File: config.mk
export PLATFORM = sky130hd
export DESIGN_NAME = idu_decode_queue_flat
export DESIGN_NICKNAME = d
export VERILOG_FILES = /design/src/rtl/idu_decode_queue_if.sv /design/src/rtl/idu_decode_queue.sv /design/src/flat_wrapper.sv
export SDC_FILE = /design/constraint.sdc
export NUM_CORES = 1
export LEC_CHECK = 0
export CAP_MARGIN = 40
export CORE_MARGIN = 2
export CORE_UTILIZATION = 43
export DETAILED_ROUTE_END_ITERATION = 16
export SLEW_MARGIN = 20
export SYNTH_ARGS = -nofsm -noshare
export SYNTH_HDL_FRONTEND = slang
export SYNTH_SLANG_ARGS = --single-unit
File: constraint.sdc
create_clock -name soc_clk -period 4.9 [get_ports soc_clk]
set_input_delay 0.49 -clock soc_clk [delete_from_list [all_inputs] [get_ports soc_clk]]
set_output_delay 0.49 -clock soc_clk [all_outputs]
set_load 0.02 [all_outputs]
File: src/rtl/idu_decode_queue_if.sv
// Fetch-side and CU-side handshakes of the decode queue, bundled for port connection.
// The slave modport is the queue itself; the master modport is the surrounding fetch/CU logic.
interface idu_decode_queue_if #(
  parameter int CNT_W = 16
);
  logic             in_valid;
  logic             in_ready;
  logic [31:0]      instruction;
  logic [31:0]      in_pc;
  logic             out_valid;
  logic             out_ready;
  logic [5:0]       Instruction_to_CU;
  logic [31:0]      imm;
  logic [4:0]       rd;
  logic [4:0]       rs1;
  logic [4:0]       rs2;
  logic [4:0]       shamt;
  logic [31:0]      pc_increment;
  logic [31:0]      out_pc;
  logic             invalid_instruction;
  logic [CNT_W-1:0] invalid_count;

  modport master (
    output in_valid, instruction, in_pc, out_ready,
    input  in_ready, out_valid, Instruction_to_CU, imm, rd, rs1, rs2, shamt,
           pc_increment, out_pc, invalid_instruction, invalid_count
  );

  modport slave (
    input  in_valid, instruction, in_pc, out_ready,
    output in_ready, out_valid, Instruction_to_CU, imm, rd, rs1, rs2, shamt,
           pc_increment, out_pc, invalid_instruction, invalid_count
  );
endinterface

File: src/rtl/idu_decode_queue.sv
// RV32I(+M) decoder fed by a small {instruction, pc} FIFO; one decode per clock into a
// registered output stage with valid/ready handshakes on both sides.
module idu_decode_queue #(
  parameter int QDEPTH    = 4,
  parameter int EN_M      = 0,
  parameter int EN_FENCEI = 1,
  parameter int CNT_W     = 16
) (
  input  logic                soc_clk,
  input  logic                IDU_reset_n,
  input  logic                flush,
  idu_decode_queue_if.slave   bus
);
  localparam int AW = $clog2(QDEPTH);
  localparam logic [AW:0]      PTR_ONE = {{AW{1'b0}}, 1'b1};
  localparam logic [CNT_W-1:0] CNT_ONE = {{(CNT_W-1){1'b0}}, 1'b1};
  localparam logic [5:0]       CODE_INVALID = 6'd63;

  logic [63:0]      mem [QDEPTH];
  logic [AW:0]      wr_ptr_reg, rd_ptr_reg;
  logic             full, empty, push, load;

  logic             out_valid_reg;
  logic [5:0]       code_reg;
  logic [31:0]      imm_reg, pc_inc_reg, out_pc_reg;
  logic [4:0]       rd_reg, rs1_reg, rs2_reg, shamt_reg;
  logic             invalid_reg;
  logic [CNT_W-1:0] count_reg;

  logic [31:0]      head_instr, head_pc;
  logic [6:0]       opcode, funct7;
  logic [2:0]       funct3;
  logic [31:0]      imm_i, imm_s, imm_b, imm_u, imm_j;
  logic             dec_ok;
  logic [5:0]       code_next;
  logic [31:0]      imm_next, pc_inc_next;
  logic [4:0]       rd_next, rs1_next, rs2_next, shamt_next;

  // Extra pointer bit separates full (MSBs differ) from empty (pointers equal).
  assign full  = (wr_ptr_reg[AW] != rd_ptr_reg[AW]) && (wr_ptr_reg[AW-1:0] == rd_ptr_reg[AW-1:0]);
  assign empty = (wr_ptr_reg == rd_ptr_reg);
  assign push  = bus.in_valid && !full;
  assign load  = !empty && (!out_valid_reg || bus.out_ready);

  always_ff @(posedge soc_clk) begin
    if (push && !flush) begin
      mem[wr_ptr_reg[AW-1:0]] <= {bus.instruction, bus.in_pc};
    end
  end

  assign {head_instr, head_pc} = mem[rd_ptr_reg[AW-1:0]];

  assign opcode = head_instr[6:0];
  assign funct3 = head_instr[14:12];
  assign funct7 = head_instr[31:25];
  assign imm_i  = {{20{head_instr[31]}}, head_instr[31:20]};
  assign imm_s  = {{20{head_instr[31]}}, head_instr[31:25], head_instr[11:7]};
  assign imm_b  = {{19{head_instr[31]}}, head_instr[31], head_instr[7], head_instr[30:25],
                   head_instr[11:8], 1'b0};
  assign imm_u  = {head_instr[31:12], 12'b0};
  assign imm_j  = {{11{head_instr[31]}}, head_instr[31], head_instr[19:12], head_instr[20],
                   head_instr[30:21], 1'b0};

  always_comb begin
    dec_ok      = 1'b0;
    code_next   = CODE_INVALID;
    imm_next    = 32'd0;
    rd_next     = 5'd0;
    rs1_next    = 5'd0;
    rs2_next    = 5'd0;
    shamt_next  = 5'd0;
    pc_inc_next = 32'd4;
    case (opcode)
      7'b0110111: begin
        dec_ok = 1'b1; code_next = 6'd0; rd_next = head_instr[11:7]; imm_next = imm_u;
      end
      7'b0010111: begin
        dec_ok = 1'b1; code_next = 6'd1; rd_next = head_instr[11:7]; imm_next = imm_u;
      end
      7'b1101111: begin
        dec_ok = 1'b1; code_next = 6'd2; rd_next = head_instr[11:7]; pc_inc_next = imm_j;
      end
      7'b1100111: begin
        dec_ok    = (funct3 == 3'b000);
        code_next = 6'd3;
        rd_next   = head_instr[11:7]; rs1_next = head_instr[19:15]; imm_next = imm_i;
      end
      7'b1100011: begin
        // beq/bne at 4/5, blt..bgeu at 6..9; funct3 010/011 are unassigned
        dec_ok    = funct3[2] || !funct3[1];
        code_next = funct3[2] ? (6'd6 + {4'd0, funct3[1:0]}) : (6'd4 + {5'd0, funct3[0]});
        rs1_next  = head_instr[19:15]; rs2_next = head_instr[24:20]; imm_next = imm_b;
      end
      7'b0100011: begin
        dec_ok    = (funct3 < 3'd3);
        code_next = 6'd10 + {3'd0, funct3};
        rs1_next  = head_instr[19:15]; rs2_next = head_instr[24:20]; imm_next = imm_s;
      end
      7'b0000011: begin
        dec_ok    = (funct3 != 3'd3) && (funct3 != 3'd6) && (funct3 != 3'd7);
        code_next = funct3[2] ? (6'd16 + {5'd0, funct3[0]}) : (6'd13 + {4'd0, funct3[1:0]});
        rd_next   = head_instr[11:7]; rs1_next = head_instr[19:15]; imm_next = imm_i;
      end
      7'b0010011: begin
        rd_next  = head_instr[11:7];
        rs1_next = head_instr[19:15];
        case (funct3)
          3'b000: begin dec_ok = 1'b1; code_next = 6'd18; imm_next = imm_i; end
          3'b010: begin dec_ok = 1'b1; code_next = 6'd19; imm_next = imm_i; end
          3'b011: begin dec_ok = 1'b1; code_next = 6'd20; imm_next = imm_i; end
          3'b100: begin dec_ok = 1'b1; code_next = 6'd21; imm_next = imm_i; end
          3'b110: begin dec_ok = 1'b1; code_next = 6'd22; imm_next = imm_i; end
          3'b111: begin dec_ok = 1'b1; code_next = 6'd23; imm_next = imm_i; end
          3'b001: begin
            dec_ok = (funct7 == 7'b0000000); code_next = 6'd24; shamt_next = head_instr[24:20];
          end
          default: begin
            dec_ok     = (funct7 == 7'b0000000) || (funct7 == 7'b0100000);
            code_next  = funct7[5] ? 6'd26 : 6'd25;
            shamt_next = head_instr[24:20];
          end
        endcase
      end
      7'b0110011: begin
        rd_next  = head_instr[11:7];
        rs1_next = head_instr[19:15];
        rs2_next = head_instr[24:20];
        if (funct7 == 7'b0000000) begin
          dec_ok = 1'b1;
          case (funct3)
            3'b000:  code_next = 6'd27;
            3'b001:  code_next = 6'd29;
            3'b010:  code_next = 6'd30;
            3'b011:  code_next = 6'd31;
            3'b100:  code_next = 6'd32;
            3'b101:  code_next = 6'd33;
            3'b110:  code_next = 6'd35;
            default: code_next = 6'd36;
          endcase
        end else if (funct7 == 7'b0100000) begin
          dec_ok    = (funct3 == 3'b000) || (funct3 == 3'b101);
          code_next = (funct3 == 3'b000) ? 6'd28 : 6'd34;
        end else if (funct7 == 7'b0000001 && EN_M != 0) begin
          dec_ok    = 1'b1;
          code_next = 6'd41 + {3'd0, funct3};
        end
      end
      7'b0001111: begin
        dec_ok    = (funct3 == 3'b000) || (funct3 == 3'b001 && EN_FENCEI != 0);
        code_next = funct3[0] ? 6'd38 : 6'd37;
      end
      7'b1110011: begin
        dec_ok    = (funct3 == 3'b000) && (head_instr[31:21] == 11'd0);
        code_next = head_instr[20] ? 6'd40 : 6'd39;
      end
      default: dec_ok = 1'b0;
    endcase
    if (!dec_ok) begin
      code_next   = CODE_INVALID;
      imm_next    = 32'd0;
      rd_next     = 5'd0;
      rs1_next    = 5'd0;
      rs2_next    = 5'd0;
      shamt_next  = 5'd0;
      pc_inc_next = 32'd4;
    end
  end

  always_ff @(posedge soc_clk or negedge IDU_reset_n) begin
    if (!IDU_reset_n) begin
      wr_ptr_reg    <= '0;
      rd_ptr_reg    <= '0;
      out_valid_reg <= 1'b0;
      code_reg      <= 6'd0;
      imm_reg       <= 32'd0;
      rd_reg        <= 5'd0;
      rs1_reg       <= 5'd0;
      rs2_reg       <= 5'd0;
      shamt_reg     <= 5'd0;
      pc_inc_reg    <= 32'd4;
      out_pc_reg    <= 32'd0;
      invalid_reg   <= 1'b0;
      count_reg     <= '0;
    end else if (flush) begin
      // Data outputs and the illegal-instruction counter survive a flush.
      wr_ptr_reg    <= '0;
      rd_ptr_reg    <= '0;
      out_valid_reg <= 1'b0;
    end else begin
      if (push) begin
        wr_ptr_reg <= wr_ptr_reg + PTR_ONE;
      end
      if (load) begin
        rd_ptr_reg    <= rd_ptr_reg + PTR_ONE;
        out_valid_reg <= 1'b1;
        code_reg      <= code_next;
        imm_reg       <= imm_next;
        rd_reg        <= rd_next;
        rs1_reg       <= rs1_next;
        rs2_reg       <= rs2_next;
        shamt_reg     <= shamt_next;
        pc_inc_reg    <= pc_inc_next;
        out_pc_reg    <= head_pc;
        invalid_reg   <= !dec_ok;
        if (!dec_ok && count_reg != '1) begin
          count_reg <= count_reg + CNT_ONE;
        end
      end else if (out_valid_reg && bus.out_ready) begin
        out_valid_reg <= 1'b0;
      end
    end
  end

  assign bus.in_ready            = !full;
  assign bus.out_valid           = out_valid_reg;
  assign bus.Instruction_to_CU   = code_reg;
  assign bus.imm                 = imm_reg;
  assign bus.rd                  = rd_reg;
  assign bus.rs1                 = rs1_reg;
  assign bus.rs2                 = rs2_reg;
  assign bus.shamt               = shamt_reg;
  assign bus.pc_increment        = pc_inc_reg;
  assign bus.out_pc              = out_pc_reg;
  assign bus.invalid_instruction = invalid_reg;
  assign bus.invalid_count       = count_reg;
endmodule

File: src/flat_wrapper.sv
// flat-port wrapper written by rule: the top's interface ports become plain ports
module idu_decode_queue_flat 
#(
  parameter int QDEPTH    = 4,
  parameter int EN_M      = 0,
  parameter int EN_FENCEI = 1,
  parameter int CNT_W     = 16
)
  (soc_clk, IDU_reset_n, flush, bus_in_valid, bus_instruction, bus_in_pc, bus_out_ready, bus_in_ready, bus_out_valid, bus_Instruction_to_CU, bus_imm, bus_rd, bus_rs1, bus_rs2, bus_shamt, bus_pc_increment, bus_out_pc, bus_invalid_instruction, bus_invalid_count);
  idu_decode_queue_if #(.CNT_W(CNT_W)) bus_i ();
  input  logic soc_clk;
  input  logic IDU_reset_n;
  input  logic flush;
  input wire logic [$bits(bus_i.in_valid)-1:0] bus_in_valid;
  input wire logic [$bits(bus_i.instruction)-1:0] bus_instruction;
  input wire logic [$bits(bus_i.in_pc)-1:0] bus_in_pc;
  input wire logic [$bits(bus_i.out_ready)-1:0] bus_out_ready;
  output wire logic [$bits(bus_i.in_ready)-1:0] bus_in_ready;
  output wire logic [$bits(bus_i.out_valid)-1:0] bus_out_valid;
  output wire logic [$bits(bus_i.Instruction_to_CU)-1:0] bus_Instruction_to_CU;
  output wire logic [$bits(bus_i.imm)-1:0] bus_imm;
  output wire logic [$bits(bus_i.rd)-1:0] bus_rd;
  output wire logic [$bits(bus_i.rs1)-1:0] bus_rs1;
  output wire logic [$bits(bus_i.rs2)-1:0] bus_rs2;
  output wire logic [$bits(bus_i.shamt)-1:0] bus_shamt;
  output wire logic [$bits(bus_i.pc_increment)-1:0] bus_pc_increment;
  output wire logic [$bits(bus_i.out_pc)-1:0] bus_out_pc;
  output wire logic [$bits(bus_i.invalid_instruction)-1:0] bus_invalid_instruction;
  output wire logic [$bits(bus_i.invalid_count)-1:0] bus_invalid_count;
  assign bus_i.in_valid = bus_in_valid;
  assign bus_i.instruction = bus_instruction;
  assign bus_i.in_pc = bus_in_pc;
  assign bus_i.out_ready = bus_out_ready;
  assign bus_in_ready = bus_i.in_ready;
  assign bus_out_valid = bus_i.out_valid;
  assign bus_Instruction_to_CU = bus_i.Instruction_to_CU;
  assign bus_imm = bus_i.imm;
  assign bus_rd = bus_i.rd;
  assign bus_rs1 = bus_i.rs1;
  assign bus_rs2 = bus_i.rs2;
  assign bus_shamt = bus_i.shamt;
  assign bus_pc_increment = bus_i.pc_increment;
  assign bus_out_pc = bus_i.out_pc;
  assign bus_invalid_instruction = bus_i.invalid_instruction;
  assign bus_invalid_count = bus_i.invalid_count;
  idu_decode_queue #(.QDEPTH(QDEPTH), .EN_M(EN_M), .EN_FENCEI(EN_FENCEI), .CNT_W(CNT_W)) u_core (.soc_clk(soc_clk), .IDU_reset_n(IDU_reset_n), .flush(flush), .bus(bus_i));
endmodule
==> metrics.md <==
| Metric | Value |
|---|---|
| Status | `finished, final reports clean` |
| Grt ovf | `0` |
| # IOs | `210` |
| Worst Skew | `between 10 and 15 ps` |
| Via count | `roughly 9600` |
| Crit-path slowest cell | `mux4_2` |
| Postcts setup bufs | `0` |
| Synth Register Bits | `just under 400` |
| CORE AREA | `36700 um^2` |
| Syn Inst Count | `1033` |
| DIE AREA | `about 39000 um^2` |
| Fin area | `20100 um^2` |
| RSZ-0062 raised after global routing | `no` |
| CTS tree | `yes` |
| CTS H-Tree Depth | `2` |
| Chip Width | `197 um` |
| Max-slew violations | `0` |
| Asr flop ratio synth | `34.4%` |
| Buffers on Ports | `208` |
| YS warnings | `0` |
| Clk root buf | `clkbuf_16` |
| Initial DRC Count | `625` |
| Syn_area_per_cell | `15.5 um^2` |
| Vias in the first global route | `just under 10000` |
| Nets | `1316` |
| GRT Total Usage | `19.7%` |
| Multi-input combinational cell area | `4610 um^2` |
| CTS Buf Count | `just over 40` |
| CP most frequent cell | `mux4_2` |
| First-pass GRT wire length | `58900 um` |
| Initial Util | `43.8%` |
| Hold WC Path Type | `reg2reg` |
| Largest stage delay, worst path | `700 ps` |
| Yosys top cell area share | `47.9%` |
| Setup TNS | `0 ps` |
| Worst VDD drop | `0.000327 V` |
| Leakage | `7.28 nW` |
| Hold Vio Cnt, Final | `0` |
| WP data required | `approximately 5400 ps` |
| Max clock buf depth | `3` |
| P&R area growth vs syn | `25.1%` |
| Net Count, Synth | `roughly 1100` |
| CP Class | `reg2reg` |
| Cells along the critical path | `mux4_2 -> ha_1 -> nor3_1 -> a21oi_1 -> mux4_2 -> o32ai_1 -> nor4_4 -> buf_4 -> a2111oi_4 -> a22o_1` |
| Leading area contributor after synthesis | `edfxtp_1` |
| Setup Viol. Count Final | `0` |
| Mapped cell area | `16100 um^2` |
| Post-detail-place hpwl | `24500 um` |
| Synth unique cells | `75` |
| CP arrival | `4530 ps` |
| Max Freq | `approximately 250 MHz` |
| CP endpoint kind | `register` |
| Register area | `11000 um^2` |
| CTS clock-pin slew for the worst setup and hold paths | `60 ps` |
| CTS Sinks | `390` |
| Gpl congestion | `roughly 0.87` |
| Post-synth EDFFs | `about 260` |
| Remaining antenna violation count | `0` |
| Area contributors post-synth | `edfxtp_1 48%, dfrtp_1 21%, mux4_2 8.1%, nand2_1 3.6%, a22o_1 2.5%` |
| Initial DRT Pass Iterations | `5` |
| Vias per cell | `around 5.5` |
| Fin crit share | `around 83%` |
| Final WL | `between 30000 and 40000 um` |
| Number of max-cap violations | `0` |
| CTS resizes | `0` |
| Share of layout cells above drive strength 1 | `15.1%` |
| DRC | `0` |
| Crit-path max FO | `24` |
| Max reg flops | `256` |
| Worst rel slew slack | `41.4%` |
| Most frequent cells after synthesis | `256 x edfxtp_1, 152 x nand2_1, 133 x dfrtp_1, 58 x mux4_2, 45 x a22o_1` |
| PwrDens | `just under 500 nW/um^2` |
| Final Core Density | `a little over half` |
| Die H | `197 um` |
| Top-count cell post-synth | `edfxtp_1` |
| Routed wire length per instance | `21.6 um` |
| Startpoint types | `register` |
| Worst-Margin Slew | `871 ps` |
| Fin Hold WS | `473 ps` |
| Site Rows | `70` |
| Largest net degree at the start of global routing | `67` |
| DP Area | `18700 um^2` |
| Register area share after synthesis | `a little under 70%` |
| Clock Latency Late Sink | `~540 ps` |
| Most used DFF post-synth | `edfxtp_1` |
| Initial antenna violation count | `5` |
| Fillers | `2959` |
| Crit path time final | `between 4000 and 5000 ps` |
-- area by class of cell --
| class | count | share of cell area, % |
|---|---|---|
| Antenna cell | 1 | 0.0125 |
| Clock buffer | 58 | 6.03 |
| Clock inverter | 16 | 1.08 |
| Inverter | 12 | 0.224 |
| Multi-Input combinational cell | 559 | 23.0 |
| Sequential cell | 390 | 55.0 |
| Tap cell | 468 | 2.91 |
| Timing Repair Buffer | 229 | 11.8 |
-- final timing paths --
path | slack, ps | depth (start not counted) | to | from
setup reg to reg | 840 | 10 | u_core.bus.rs1[2] | u_core.rd_ptr_reg[0]
hold reg to reg | 470 | 2 | u_core.bus.out_pc[9] | u_core.bus.out_pc[9]
max in group asynchronous | 3420 | 3 | u_core.bus.out_pc[28] | IDU_reset_n
min in group asynchronous | 480 | 2 | u_core.bus.invalid_count[3] | IDU_reset_n
hold / removal | 470 | 2 | u_core.bus.out_pc[9] | u_core.bus.out_pc[9]
setup / recovery | 840 | 10 | u_core.bus.rs1[2] | u_core.rd_ptr_reg[0]
-- repair_timing --
| item | in CTS | in global routing |
|---|---|---|
| setup endpoints to repair | 0 | 0 |
| endpoints found under the hold margin | 53 | 0 |
| hold buffers | 1 | 0 |
-- per-stage QoR --
stage	std cells	power [W]	setup slack, ps
CTS	1732	0.00998	808
global placement	1650	0.00670	867
finish	1733	0.00987	840
floorplan	1033	0.00572	1280
global route	1732	0.0103	609
detailed placement	1657	0.00672	805
-- cell usage in the layout, fill, tap and decap left out, drive strengths merged, types with 8 or more instances in the layout --
cell type and n:
edfxtp 256, clkdlybuf4s50 207, nand2 152, dfrtp 133
mux4 64, clkbuf 58, a22o 45, nor2 40
a21oi 33, o21ai 30, buf 21, xnor2 18
nor3 17, ha 14, nand3 13, nand4 13
inv 12, mux2i 11, and2 11, and3 10
clkinv 10, a31oi 9, a211oi 8
-- kinds of logic (layout without fill, tap and decap cells) --
kind of cell	after synthesis	count (layout)	synth area share (%)
flops	390	390	68.8
other cells	1	2	0.0234
simple gates	282	282	8.11
compound gates	163	163	8.13
buf+inv	84	315	2.70
xor+xnor	21	21	1.15
mux	78	78	10.0
fa+ha+maj	14	14	1.09
-- power by group --
group | internal, W | leakage (nW) | switching (W)
clock network | 0.00198 | 0.705 | 0.00125
registers | 0.00379 | 4.10 | 0.000218
logic | 0.00109 | 2.48 | 0.00154
-- layer usage --
metal  wire length, um  vias up  track usage, %
met4               721        8            4.62
met2             17700      329            32.0
met5                56        -               0
met1             16500     4813            27.6
met3              2450       67            4.18
li1                  -     4352               -
-- critical path, delay by kind of cell (launching register included) --
family,cells,cell delay [ps]
flops,1,650
fa+ha+maj,1,320
buf+inv,1,260
simple gates,2,250
compound gates,4,1330
mux,2,1180
(Power assumes the default switching activity.)
